## src/rtl/stack_frame_reverser_pkg.sv

```systemverilog
`default_nettype none
// ============================================================================
//  Module      : stack_frame_reverser_pkg
//  Description : Shared types and helpers for the stack frame reverser:
//                the two-state controller enum and the frame counter width.
//  Revision    : 1.0 - initial release
// ============================================================================
package stack_frame_reverser_pkg;

  // FILL accepts and pushes a frame; DRAIN pops it back out in reverse.
  typedef enum logic [0:0] {
    FILL  = 1'b0,
    DRAIN = 1'b1
  } state_t;

  // Counter must hold every value from 0 up to and including depth.
  function automatic int CNT_W(input int depth);
    return $clog2(depth + 1);
  endfunction

endpackage : stack_frame_reverser_pkg
`default_nettype wire

```

## src/rtl/stack_frame_reverser.sv

```systemverilog
`default_nettype none
// ============================================================================
//  Module      : stack_frame_reverser
//  Description : Requester-side controller for an external DW_stack. Pushes
//                each word of an incoming frame onto the stack, then drains
//                the whole frame on the output in reverse (LIFO) order.
//                Words arriving while the stack is full are dropped and the
//                frame is flagged as truncated.
//  Revision    : 1.0 - initial release
// ============================================================================
module stack_frame_reverser
  import stack_frame_reverser_pkg::*;
#(
  parameter int width = 8,
  parameter int depth = 8
) (
  input  logic             clk,
  input  logic             rst,
  // framed input stream
  input  logic             in_valid,
  output logic             in_ready,
  input  logic [width-1:0] in_data,
  input  logic             in_last,
  // reversed output stream
  output logic             out_valid,
  input  logic             out_ready,
  output logic [width-1:0] out_data,
  output logic             out_last,
  // stack request side
  output logic             push_req_n,
  output logic             pop_req_n,
  output logic [width-1:0] stk_data_in,
  input  logic [width-1:0] stk_data_out,
  input  logic             stk_empty,
  input  logic             stk_full,
  input  logic             stk_error,
  // status
  output logic             frame_err,
  output logic             stk_fault
);

  localparam int            CW        = CNT_W(depth);
  localparam logic [CW-1:0] c_cnt_one = CW'(1);

  state_t          state_q, state_d;
  logic [CW-1:0]   cnt_q,   cnt_d;
  logic            trunc_q, trunc_d;
  logic            stk_fault_q;

  logic            w_accept;
  logic            w_push;
  logic            w_pop;
  logic            w_last_beat;

  // Handshake qualifiers; a push only happens when the stack has room.
  assign w_accept    = (state_q == FILL)  && in_valid;
  assign w_push      = w_accept && !stk_full;
  assign w_pop       = (state_q == DRAIN) && out_ready;
  assign w_last_beat = w_accept && in_last;

  // Data paths are pure wiring to and from the stack.
  assign stk_data_in = in_data;
  assign out_data    = stk_data_out;
  assign stk_fault   = stk_fault_q;

  // Controller state, frame counter and truncation flag.
  always_ff @(posedge clk or posedge rst) begin
    if (rst) begin
      state_q <= FILL;
      cnt_q   <= '0;
      trunc_q <= 1'b0;
    end else begin
      state_q <= state_d;
      cnt_q   <= cnt_d;
      trunc_q <= trunc_d;
    end
  end

  // Sticky record that the stack ever reported an error; only reset clears it.
  always_ff @(posedge clk or posedge rst) begin
    if (rst) begin
      stk_fault_q <= 1'b0;
    end else if (stk_error) begin
      stk_fault_q <= 1'b1;
    end
  end

  // Next-state and output decode.
  always_comb begin
    state_d    = state_q;
    cnt_d      = cnt_q;
    trunc_d    = trunc_q;
    in_ready   = 1'b0;
    out_valid  = 1'b0;
    out_last   = 1'b0;
    push_req_n = 1'b1;
    pop_req_n  = 1'b1;
    frame_err  = 1'b0;

    case (state_q)
      FILL: begin
        in_ready = 1'b1;
        if (w_push) begin
          push_req_n = 1'b0;
          cnt_d      = cnt_q + c_cnt_one;
        end
        if (w_last_beat) begin
          // The frame is truncated if any earlier word or this one was dropped.
          frame_err = trunc_q || stk_full;
          trunc_d   = 1'b0;
          // Never enter DRAIN with nothing to pop, or the output would stall.
          if (w_push || (cnt_q != '0)) begin
            state_d = DRAIN;
          end
        end else if (w_accept && stk_full) begin
          trunc_d = 1'b1;
        end
      end

      DRAIN: begin
        out_valid = 1'b1;
        out_last  = (cnt_q == c_cnt_one);
        if (w_pop) begin
          pop_req_n = 1'b0;
          cnt_d     = cnt_q - c_cnt_one;
          if (cnt_q == c_cnt_one) begin
            state_d = FILL;
          end
        end
      end

      default: begin
        state_d = FILL;
      end
    endcase
  end

`ifndef SYNTHESIS
  // Protocol checks on the stack request side.
  a_no_push_and_pop : assert property (@(posedge clk) disable iff (rst)
    !(!push_req_n && !pop_req_n));

  a_no_push_when_full : assert property (@(posedge clk) disable iff (rst)
    !(!push_req_n && stk_full));

  a_no_pop_at_zero : assert property (@(posedge clk) disable iff (rst)
    !(!pop_req_n && (cnt_q == '0)));

  a_drain_not_empty : assert property (@(posedge clk) disable iff (rst)
    ((state_q == DRAIN) && (cnt_q != '0)) |-> !stk_empty);
`endif

endmodule : stack_frame_reverser
`default_nettype wire

```

## config.mk

```make
export PLATFORM = sky130hd
export DESIGN_NAME = stack_frame_reverser
export DESIGN_NICKNAME = d
export VERILOG_FILES = /design/src/rtl/stack_frame_reverser_pkg.sv /design/src/rtl/stack_frame_reverser.sv
export SDC_FILE = /design/constraint.sdc
export NUM_CORES = 1
export LEC_CHECK = 0
export CELL_PAD_IN_SITES_DETAIL_PLACEMENT = 0
export CELL_PAD_IN_SITES_GLOBAL_PLACEMENT = 2
export CORE_UTILIZATION = 16
export CTS_BUF_LIST = sky130_fd_sc_hd__clkbuf_16
export DETAILED_ROUTE_END_ITERATION = 7
export HOLD_SLACK_MARGIN = 0.12
export PLACE_DENSITY = 0.82
export REMOVE_ABC_BUFFERS = 1
export SKIP_CTS_REPAIR_TIMING = 1
export SKIP_LAST_GASP = 1
export SYNTH_ARGS = -nofsm -noshare
export SYNTH_HDL_FRONTEND = slang
export SYNTH_SLANG_ARGS = --single-unit
```

## constraint.sdc

```tcl
create_clock -name clk -period 1.41 [get_ports clk]
set_input_delay 0.3525 -clock clk [delete_from_list [all_inputs] [get_ports clk]]
set_output_delay 0.3525 -clock clk [all_outputs]
set_load 0.02 [all_outputs]
```

==> results.md <==
* Status: finished with violations
* Violated checks: negative setup slack
* Area leader, netlist: dfrtp_1
* Hpwl dp at 1080 um
* Minimum clock period at 1.65 ns
* Worst Setup End Kind: output port
* Final wirelength at 1390 um
* Post-layout util at 24.3%
* CTS root buf: clkbuf_16
* Final period util at 117%
* Reg2Reg Launch Point: cnt_q[0]
* FF-to-FF path depth at 4
* Final standard cell area without fillers at 810 um2
* Max_slew headroom at 80.1%
* Placeable core area at 3340 um2
* Final Max Tran Viols at 0
* Largest net degree at the start of global routing at 8
* Pwr dens at 2080 nW/um2
* Seq/Total Area, Yosys at 31.5%
* Boundary Pins at 47
* Max Cap Violations at 0
* Setup ws final at -0.241 ns
* Setup crit start kind: register
* Vias in the first global route at 396
* Initial antenna violation count at 0
* Total power at 1.69 mW
* DRT Pass-1 Iters at 3
* Hold slack final at 0.353 ns
* Syn avg cell area at 10.1 um2
* Worst-Skew Late Latency at 0.23 ns
* Placement row count at 21
* Fmax at 606 MHz
* Total track usage at 7.47%
* Post-Place Worst Slack at -0.712 ns
* Die boundary height at 60.9 um
* Ranking of synthesized cells by area: dfrtp_1, buf_4, ha_1, a21oi_1, mux2i_1
* Worst Path Required at 1.06 ns
* Area of the die at 3710 um2
* Leak at 0.412 nW
* DR DRC count at 0
* CTS sink count at 7
* Min-delay worst type: in -> async
* Endpoints failing setup at 3
* Antenna viol nets, final at 0
* Syn. warnings at 0
* Critical path fanouts, max at 2
* Overflow after GRT at 0
* Routability cong. at 0.704
* Reg-to-reg critical path endpoint: cnt_q[3]
* Die extent in x at 60.9 um
* Post-Syn Area at 556 um2
* RSZ-0062 raised after global routing: true
* Critical path type: reg -> out
* Mean routed wirelength per cell at 12.3 um
* Violation count after the first detailed-route iteration at 10
* Cell Area, Placed at 702 um2
* Routed vias/inst at 3.76
* Area grow syn2layout at 45.7%
* Initial core utilization at 16.6%
* CP Data Arrival Time at 1.30 ns
* Worst-margin pin slew at 0.295 ns
* Diodes inserted at 0
* Vias at 425
* Clock Skew at 0.00291 ns
* Synth unique cells at 20
* Clk slew on worst S/H paths at 0.04 ns
* Nets at 96
* CTS tree: built
* Inserted Clock Buffers at 3
* Synth Register Bits at 7
* Clock Path Buffers at 2
* H-tree Lvls at 1
* Mapped Cells at 55
* VDD IR-drop max at 0.000499 V
* # port buffers at 13
* Share of layout cells above drive strength 1 at 38.8%
* Commonest cells after routing, fill and taps aside: buf_4, dfrtp_1, inv_1, dlymetal6s2s_1
* Register-to-Register Setup Slack at 0.01 ns
* Final hold vios at 0
* Global-route wire length before repair at 1890 um
* Most common cell after layout, fill and taps aside: buf_4
* Top cell type's share of synthesized area at 31.5%
## how the worst max path moves through the flow
stage / from / to / slack, ns / cells after the start
after CTS: cnt_q[1] / out_last / -0.76 / 4
after floorplan: state_q / out_last / -0.48 / 2
after detailed placement: in_valid / push_req_n / -0.71 / 3
after global routing: cnt_q[1] / out_last / -0.36 / 4
final: cnt_q[1] / out_last / -0.24 / 4
after global placement: in_valid / push_req_n / -0.70 / 3
## synthesized netlist by cell type, drive strengths merged
cell type and n:
nand4bb 1, nand2 2, nor4b 2, a21oi 4
and2b 1, nand3 1, xor2 2, or2 1
xnor2 2, or3b 1, mux2i 2, ha 4
a22oi 1, o211a 1, inv 4, dfrtp 7
or4b 1, buf 17, nand4b 1
## kinds of logic after synthesis
kind of cell | synth area share, %
AOI/OAI and AO/OA | 7.66
xor gates and xnor gates | 6.31
adders and majority gates | 9.01
buffers and inverters | 26.4
DFF | 31.5
muxes | 3.60
and+or+nand+nor | 15.5
## final cells by class
cell class / count / area [um2]
Timing Repair Buffer: 25 / 235
Clock inverter: 1 / 3.75
Tap cell: 46 / 57.6
Sequential cell: 7 / 175
Clock buffer: 3 / 75.1
Fill cell: 357 / 2530
Inverter: 4 / 15.0
Multi-Input combinational cell: 27 / 248
## sequential cells by signal, indices dropped and copies added, names as in the netlist
register and flops:
cnt_q 4, state_q 1, stk_fault 1, trunc_q 1
## critical path, stage by stage, from the launching register on
cell and delay (ns):
dfrtp_1 0.37, inv_1 0.07, ha_1 0.15, nor4b_2 0.21, dlymetal6s2s_1 0.26
## power breakdown
part           total [mW]  switching (mW)  internal, mW
Clock               0.483           0.113         0.369
Sequential          0.356          0.0607         0.295
Combinational       0.848           0.392         0.456
## stage by stage
| step | TNS (ns) | cells |
|---|---|---|
| after floorplan | -0.493 | 38 |
| after global placement | -3.89 | 109 |
| after CTS | -3.96 | 113 |
| final | -0.428 | 113 |
| after detailed placement | -4.04 | 109 |
| after global routing | -0.641 | 113 |
## layer usage
metal	vias to the layer above	part of all wire, %	track usage [%]
li1	192	-	-
met1	199	40	8.09
met2	32	45	9.89
met3	2	14	5.97
met4	0	1.7	4.87
met5	-	0	0
No activity file was read; power rests on OpenSTA's default activity.
